## src/rtl/mem_access_stage_pkg.sv

```systemverilog
// rtl/mem_access_stage_pkg.sv - shared widths and state encoding for the memory access stage
package mem_access_stage_pkg;

    localparam int DATA_W = 16;
    localparam int REG_W  = 3;
    localparam int CTR_W  = 8;

    typedef enum logic {
        IDLE   = 1'b0,
        ACCESS = 1'b1
    } mem_state_e;

endpackage

```

## src/rtl/mem_timeout_ctr.sv

```systemverilog
// rtl/mem_timeout_ctr.sv - access wait counter with terminal-count flag
module mem_timeout_ctr
    import mem_access_stage_pkg::*;
#(
    parameter int TIMEOUT = 15
) (
    input  logic             clk,
    input  logic             rst,
    input  logic             clear,
    input  logic             inc,
    output logic [CTR_W-1:0] count,
    output logic             tc
);

    // tc marks the last allowed wait cycle: a miss here makes TIMEOUT misses in total
    assign tc = (count == CTR_W'(TIMEOUT - 1));

    // Count consecutive waiting cycles; cleared whenever the stage is idle
    always_ff @(posedge clk or posedge rst) begin
        if (rst) begin
            count <= '0;
        end else if (clear) begin
            count <= '0;
        end else if (inc) begin
            count <= count + CTR_W'(1);
        end
    end

endmodule

```

## src/rtl/mem_access_stage.sv

```systemverilog
// rtl/mem_access_stage.sv - pipeline MEM stage issuing single data memory accesses
module mem_access_stage
    import mem_access_stage_pkg::*;
#(
    parameter int TIMEOUT = 15
) (
    input  logic              clk,
    input  logic              rst,
    input  logic              in_valid,
    input  logic              in_mem_read,
    input  logic              in_mem_write,
    input  logic              in_reg_write,
    input  logic [REG_W-1:0]  in_rd,
    input  logic [DATA_W-1:0] in_addr,
    input  logic [DATA_W-1:0] in_wdata,
    input  logic              flush,
    output logic              dmem_req,
    output logic              dmem_we,
    output logic [DATA_W-1:0] dmem_addr,
    output logic [DATA_W-1:0] dmem_wdata,
    input  logic              dmem_ack,
    input  logic [DATA_W-1:0] dmem_rdata,
    output logic              stall,
    output logic [DATA_W-1:0] data_out,
    output logic [REG_W-1:0]  rd_out,
    output logic              RegWrite_out,
    output logic              err_out
);

    mem_state_e       state_q;
    mem_state_e       state_d;
    logic             accept;
    logic             complete;
    logic             timeout;
    logic             is_mem;
    logic             squash;
    logic [REG_W-1:0] lat_rd;
    logic             lat_reg_write;
    logic [CTR_W-1:0] wait_count;
    logic             wait_tc;

    assign is_mem = in_mem_read | in_mem_write;

    mem_timeout_ctr #(
        .TIMEOUT (TIMEOUT)
    ) u_timeout (
        .clk   (clk),
        .rst   (rst),
        .clear (state_q == IDLE),
        .inc   ((state_q == ACCESS) & ~dmem_ack),
        .count (wait_count),
        .tc    (wait_tc)
    );

    // State register
    always_ff @(posedge clk or posedge rst) begin
        if (rst) begin
            state_q <= IDLE;
        end else begin
            state_q <= state_d;
        end
    end

    // Next state, stall and the accept/complete/timeout strobes
    always_comb begin
        state_d  = state_q;
        accept   = 1'b0;
        complete = 1'b0;
        timeout  = 1'b0;
        stall    = 1'b0;
        case (state_q)
            IDLE: begin
                if (in_valid & is_mem & ~flush) begin
                    accept  = 1'b1;
                    stall   = 1'b1;
                    state_d = ACCESS;
                end
            end
            ACCESS: begin
                if (dmem_ack) begin
                    complete = 1'b1;
                    state_d  = IDLE;
                end else begin
                    stall = 1'b1;
                    if (wait_tc) begin
                        timeout = 1'b1;
                        state_d = IDLE;
                    end
                end
            end
            default: state_d = IDLE;
        endcase
    end

    // Request latching, result registers and squash tracking
    always_ff @(posedge clk or posedge rst) begin
        if (rst) begin
            dmem_req      <= 1'b0;
            dmem_we       <= 1'b0;
            dmem_addr     <= '0;
            dmem_wdata    <= '0;
            data_out      <= '0;
            rd_out        <= '0;
            RegWrite_out  <= 1'b0;
            err_out       <= 1'b0;
            squash        <= 1'b0;
            lat_rd        <= '0;
            lat_reg_write <= 1'b0;
        end else begin
            err_out <= 1'b0;
            case (state_q)
                IDLE: begin
                    squash <= 1'b0;
                    if (accept) begin
                        // A simultaneous read+write is issued as a write
                        dmem_req      <= 1'b1;
                        dmem_we       <= in_mem_write;
                        dmem_addr     <= in_addr;
                        dmem_wdata    <= in_wdata;
                        lat_rd        <= in_rd;
                        lat_reg_write <= in_reg_write;
                        RegWrite_out  <= 1'b0;
                    end else if (in_valid & ~flush) begin
                        data_out     <= in_addr;
                        rd_out       <= in_rd;
                        RegWrite_out <= in_reg_write;
                    end else begin
                        RegWrite_out <= 1'b0;
                    end
                end
                ACCESS: begin
                    if (complete) begin
                        dmem_req     <= 1'b0;
                        rd_out       <= lat_rd;
                        // A flush arriving in the ack cycle squashes just like an earlier one
                        RegWrite_out <= lat_reg_write & ~dmem_we & ~squash & ~flush;
                        data_out     <= dmem_we ? dmem_addr : dmem_rdata;
                        squash       <= 1'b0;
                    end else if (timeout) begin
                        dmem_req     <= 1'b0;
                        err_out      <= 1'b1;
                        RegWrite_out <= 1'b0;
                        squash       <= 1'b0;
                    end else begin
                        RegWrite_out <= 1'b0;
                        if (flush) begin
                            squash <= 1'b1;
                        end
                    end
                end
                default: begin
                    dmem_req <= 1'b0;
                end
            endcase
        end
    end

endmodule

```

## config.mk

```make
export PLATFORM = sky130hd
export DESIGN_NAME = mem_access_stage
export DESIGN_NICKNAME = d
export VERILOG_FILES = /design/src/rtl/mem_access_stage_pkg.sv /design/src/rtl/mem_timeout_ctr.sv /design/src/rtl/mem_access_stage.sv
export SDC_FILE = /design/constraint.sdc
export NUM_CORES = 1
export LEC_CHECK = 0
export ABC_AREA = 1
export CORE_AREA = 2 2 87 89
export CTS_BUF_LIST = sky130_fd_sc_hd__clkbuf_2
export DETAILED_ROUTE_END_ITERATION = 12
export DIE_AREA = 0 0 89 91
export GPL_TIMING_DRIVEN = 0
export MAX_ROUTING_LAYER = met4
export PLACE_DENSITY_LB_ADDON = 0.25
export SYNTH_ARGS = -nofsm -noshare
export SYNTH_HDL_FRONTEND = slang
export SYNTH_SLANG_ARGS = --single-unit
```

## constraint.sdc

```tcl
create_clock -name clk -period 2.5 [get_ports clk]
set_input_delay 0.5 -clock clk [delete_from_list [all_inputs] [get_ports clk]]
set_output_delay 0.5 -clock clk [all_outputs]
set_load 0.005 [all_outputs]
```

==> Word-level counts from Yosys, hierarchy flattened <==
Index checks and enable logic that the tools add are counted.
{ "op_classes": {"n_mux": 38, "shift": 0, "n_div": 0, "n_mul": 0, "addsub": 1, "reduce_logical": 3, "eq_ne": 8, "order_cmp": 0, "bitwise_logic": 13} }
{ "op_table": {"columns": ["operator", "count"], "rows": [
  ["$mux W16", 4],
  ["$pmux W16 S2", 1],
  ["$mux W1", 22],
  ["$mux W8", 2],
  ["$pmux W1 S2", 5],
  ["$mux W3", 3],
  ["$add A8 B1 Y8 const B", 1],
  ["$eq A8 B4 Y1 const B", 1],
  ["$and A1 B1 Y1", 7],
  ["$ne A2 B2 Y1 const B", 3],
  ["$pmux W3 S2", 1],
  ["$not A1 Y1", 5],
  ["$ne A2 B1 Y1 const B", 2],
  ["$ne A4 B2 Y1 const B", 1],
  ["$reduce_and A2 Y1", 2],
  ["$ne A3 B1 Y1 const B", 1],
  ["$reduce_and A3 Y1", 1],
  ["$or A1 B1 Y1", 1]
]} }
{ "totals": {"romBits": 0, "reg_bits": 69, "mem_count": 0, "mem_bits_rw": 0, "out_inout_bits": 56, "latch_bits": 0, "input_bits": 59} }

==> Depth between registers and ports, before layout <==
{ "depth": {"ltp_word": 7, "depth_mapped": 8, "mapped_depth_nobuf": 7} }

==> By module <==
From an unflattened synthesis, not the netlist that was laid out.
{ "unflattened": {"cells_unflattened": 464, "hier_area_um2": 3495.9} }
{ "by_module_without_submodules": {"columns": ["mod", "seq_area_each_um2", "cells_each", "instances", "area_each_um2"], "rows": [
  ["mem_access_stage", 1526.5, 396, 1, 2997.9],
  ["mem_timeout_ctr", 200.2, 68, 1, 498.0]
]} }

==> Worst setup path after synthesis <==
Ideal clock, no wire load.
{ "synth_path": {"path_kind": "in2out", "from": "input flush", "to": "output stall", "stages": 7, "setup_slack_ns": 0.805, "arrival_ns": 1.195, "n_path_buf": 2, "cell_sequence": "inv_1 > nand2_1 > nor2_2 > nand2_1 > buf_2 > buf_2 > nand2_1"} }
{ "synth_via": {"elab_chain_cells": 4} }
{ "synth_rtl": {"columns": ["item", "line_no", "text"], "rows": [
  ["start, declared", "mem_access_stage.sv:16", "input logic flush,"],
  ["$not A1 Y1", "mem_access_stage.sv:73", "if (in_valid & is_mem & ~flush) begin"],
  ["$and A1 B1 Y1", "mem_access_stage.sv:73", null],
  ["$mux W1", "mem_access_stage.sv:73", null],
  ["$pmux W1 S2", "mem_access_stage.sv:71", "case (state_q)"],
  ["end, declared", "mem_access_stage.sv:23", "output logic stall,"]
]} }
No other way between the ends.

==> Worst setup path after layout <==
{ "layout_path": {"from": "input in_valid", "to": "output stall"} }
{ "layout_via": {"elab_chain_cells": 4} }
{ "layout_rtl": {"columns": ["item", "line_no", "text"], "rows": [
  ["start, declared", "mem_access_stage.sv:9", "input logic in_valid,"],
  ["$and A1 B1 Y1 (2 in series)", "mem_access_stage.sv:73", null],
  ["$mux W1", "mem_access_stage.sv:73", null],
  ["$pmux W1 S2", "mem_access_stage.sv:71", null]
]} }
No other way between the ends.

==> flow_metrics.env <==
export IMPL_status="finished, final reports clean"
export IMPL_synth_simple_area_share_pct=25.6
export IMPL_routed_wl_um=8520
export IMPL_drc_errors=0
export IMPL_worstMarginPinSlew_ns=0.846
export IMPL_p_sw_uw=969
export IMPL_combPwrFrac_pct=34.7
export IMPL_synth_xor_area_share_pct=0
export IMPL_p_leak_uw=0.00220
export IMPL_cp_start_kind="input port"
export IMPL_htree_levels=3
export IMPL_critPathCaptureType="primary output"
export IMPL_peakVddDrop_uv=316
export IMPL_power_per_cell_area_nw_per_um2=673
export IMPL_cap_violations=0
export IMPL_setup_tns_ns=0
export IMPL_grt_pass1_wl_um=13600
export IMPL_io_pins=115
export IMPL_reg2reg_slack_ns=1.03
export IMPL_die_area_um2=8100
export IMPL_syn_nets=456
export IMPL_pwr_share_clk_pct=17.0
export IMPL_fin_skew_ns=0.0183
export IMPL_cts_tree="built"
export IMPL_gp_congestion=0.824
export IMPL_arrival_ns=1.58
export IMPL_setup_violations_final=0
export IMPL_synth_area_mux_share_pct=0.944
export IMPL_max_slew_margin_rel_pct=43.6
export IMPL_vias=2981
export IMPL_grt_util_all_layers_pct=22.2
export IMPL_cts_root_buf="clkbuf_2"
export IMPL_critPathMaxStageDelay_ns=0.50
export IMPL_final_util_pct=63.8
export IMPL_syn_area_um2=3180
export IMPL_clock_path_buffers=2
export IMPL_cts_buffers=9
export IMPL_drtPass1Iterations=4
export IMPL_yosys_area_share_adder_pct=0.786
export IMPL_crit_fanout=2
export IMPL_highest_layer="met4"
export IMPL_drv_slew=0
export IMPL_start_util_pct=44.6
export IMPL_placed_cells=608
export IMPL_synth_top_family_by_area="simple AND/OR/NAND/NOR gates"
export IMPL_yosysSeqAreaShare_pct=54.3
export IMPL_p_int_uw=2100
export IMPL_path_cells="clkdlybuf4s50_1, nand2_2, nor2_4, nand2_1, buf_6, nand2_1, dlymetal6s2s_1"
export IMPL_clock_latency_ns=0.49
export IMPL_dr_wl_met2_um=3910
export IMPL_synth_seq_cells=69
export IMPL_initialDrtViolationCount=105
export IMPL_met3_length_um=644
export IMPL_yosysWarningCount=0
export IMPL_grt_pass1_vias=2933
export IMPL_syn2layout_area_growth_pct=43.2
export IMPL_rsz0062_at_grt="false"
export IMPL_design_core_area_um2=7140
export IMPL_synth_compound_area_share_pct=11.3
export IMPL_die_w_um=89
export IMPL_clk_pin_slew_worst_paths_ns=0.17
export IMPL_syn_inst=395
export IMPL_antenna_left=0
export IMPL_final_layout_size_suffix_gt1_share_pct=7.41
export IMPL_worst_ep_required_time_ns=2.00
export IMPL_grt_overflow=0
export IMPL_layout_nets=582
export IMPL_wl_per_cell_um=13.6
export IMPL_dp_hpwl_um=6080
export IMPL_finalCritPeriodShare_pct=83.3
export IMPL_synth_cell_types=20
export IMPL_clock_fmax_mhz=480
export IMPL_holdCritPathClass="in2async"
export IMPL_antenna_cells=0
export IMPL_min_period_ns=2.08
export IMPL_antenna_found_initial=0
export IMPL_drt_met1_wl_um=3840
export IMPL_final_hold_viol_count=0
export IMPL_cpMaxStageDelayCell="clkdlybuf4s50_1"
export IMPL_crit_type="in2out"
export IMPL_portBuffers=114
export IMPL_power_frac_seq_pct=48.3
export IMPL_stdcell_count=625
export IMPL_cts_sinks=69
export IMPL_grt_max_degree=70
export IMPL_avgSynthCellArea_um2=8.06
export IMPL_rows=31
export IMPL_crit_top_cell="nand2_1"
export IMPL_fp_dieH_um=91
export IMPL_switching_share_pct=31.6
export IMPL_vias_per_cell=4.77
-- stage by stage --
step,hold WS [ns],power [uW],instance area [um2],setup WS (ns)
after floorplan,0.442,1920,3180,0.260
after global placement,0.453,2540,4450,-0.928
after detailed placement,0.462,2570,4450,-0.341
after CTS,0.500,3090,4550,0.0115
after global routing,0.522,3270,4560,0.358
final,0.496,3070,4560,0.417
-- cell usage in the layout (no fill, tap or decap), types with 2 or more instances in the layout --
cell	instances
nand2_1	114
clkdlybuf4s50_1	113
dfrtp_1	69
nor2_1	62
inv_1	25
a21oi_1	23
nand3_1	23
a21boi_0	15
o21ai_1	13
clkbuf_2	13
o21ai_0	12
buf_2	11
clkbuf_1	6
inv_2	3
buf_6	3
buf_4	3
mux2i_1	3
nand2_2	2
nand4_1	2
ha_1	2
clkinv_1	2
-- repair_timing --
item                                    CTS  global route
pin swaps                                 1             0
buffers inserted                          2             0
gates resized for setup                   4             2
hold buffers                              0             0
endpoints found under the setup margin    1             1
-- registers in the layout, indices dropped and copies added, names as in the netlist --
| signal | count |
|---|---|
| dmem_req | 1 |
| dmem_wdata | 16 |
| squash | 1 |
| RegWrite_out | 1 |
| rd_out | 3 |
| lat_reg_write | 1 |
| err_out | 1 |
| data_out | 16 |
| dmem_we | 1 |
| state_q | 1 |
| u_timeout.count | 8 |
| dmem_addr | 16 |
| lat_rd | 3 |
-- worst max-delay path, delay by kind of cell --
family | cells | cell delay, ns
buffers and inverters | 3 | 0.76
AND/OR/NAND/NOR | 4 | 0.32
-- path summary, 6_finish.rpt --
check                               startpoint  cells past startpoint              to
max in group asynchronous                  rst                      2   dmem_wdata[6]
worst max register to register         state_q                      6    dmem_addr[2]
worst min-delay path                       rst                      2  dmem_wdata[15]
worst max-delay path                  in_valid                      7           stall
min in group clk                dmem_wdata[11]                      2  dmem_wdata[11]
worst min register to register  dmem_wdata[11]                      2  dmem_wdata[11]
-- logic make-up (layout without fill, tap and decap cells) --
family,count (synthesis),after routing
buf+inv,51,182
flops,69,69
simple gates,206,206
compound gates,64,64
fa+ha+maj,2,2
mux,3,3
-- synthesized netlist by cell type, drive strengths merged --
library cell	count	area [um2]
nand2	116	435
dfrtp	69	1730
nor2	64	245
inv	29	109
o21ai	25	125
a21oi	23	115
nand3	23	115
buf	16	95.1
a21boi	15	113
clkbuf	6	22.5
mux2i	3	30.0
ha	2	25.0
nand4	2	12.5
nor3	1	5.00
o21a	1	7.51
-- power groups by stage --
stage | clock network [uW] | logic, uW | registers [uW]
5_1_grt | 570 | 1190 | 1510
4_1_cts | 531 | 1080 | 1480
3_5_place_dp | 0 | 1070 | 1500
2_1_floorplan | 0 | 408 | 1510
6_report | 520 | 1070 | 1480
3_3_place_gp | 0 | 1050 | 1490
-- final cells by class --
cell class / instances / area (um2)
inverters: 29 / 111
clock inverters: 3 / 12.5
clock buffers: 13 / 65.1
well taps: 99 / 124
repair buffers: 116 / 1160
flip-flops and latches: 69 / 1730
multi-input cells: 275 / 1240
plain buffers: 21 / 119
fillers: 647 / 2580
-- layer usage --
metal / up-vias / global-route usage, %
li1: 1498 / -
met5: - / -
met1: 1367 / 29.4
met4: 0 / 8.71
met3: 11 / 5.36
met2: 105 / 33.0
No activity file was read; power rests on OpenSTA's default activity.
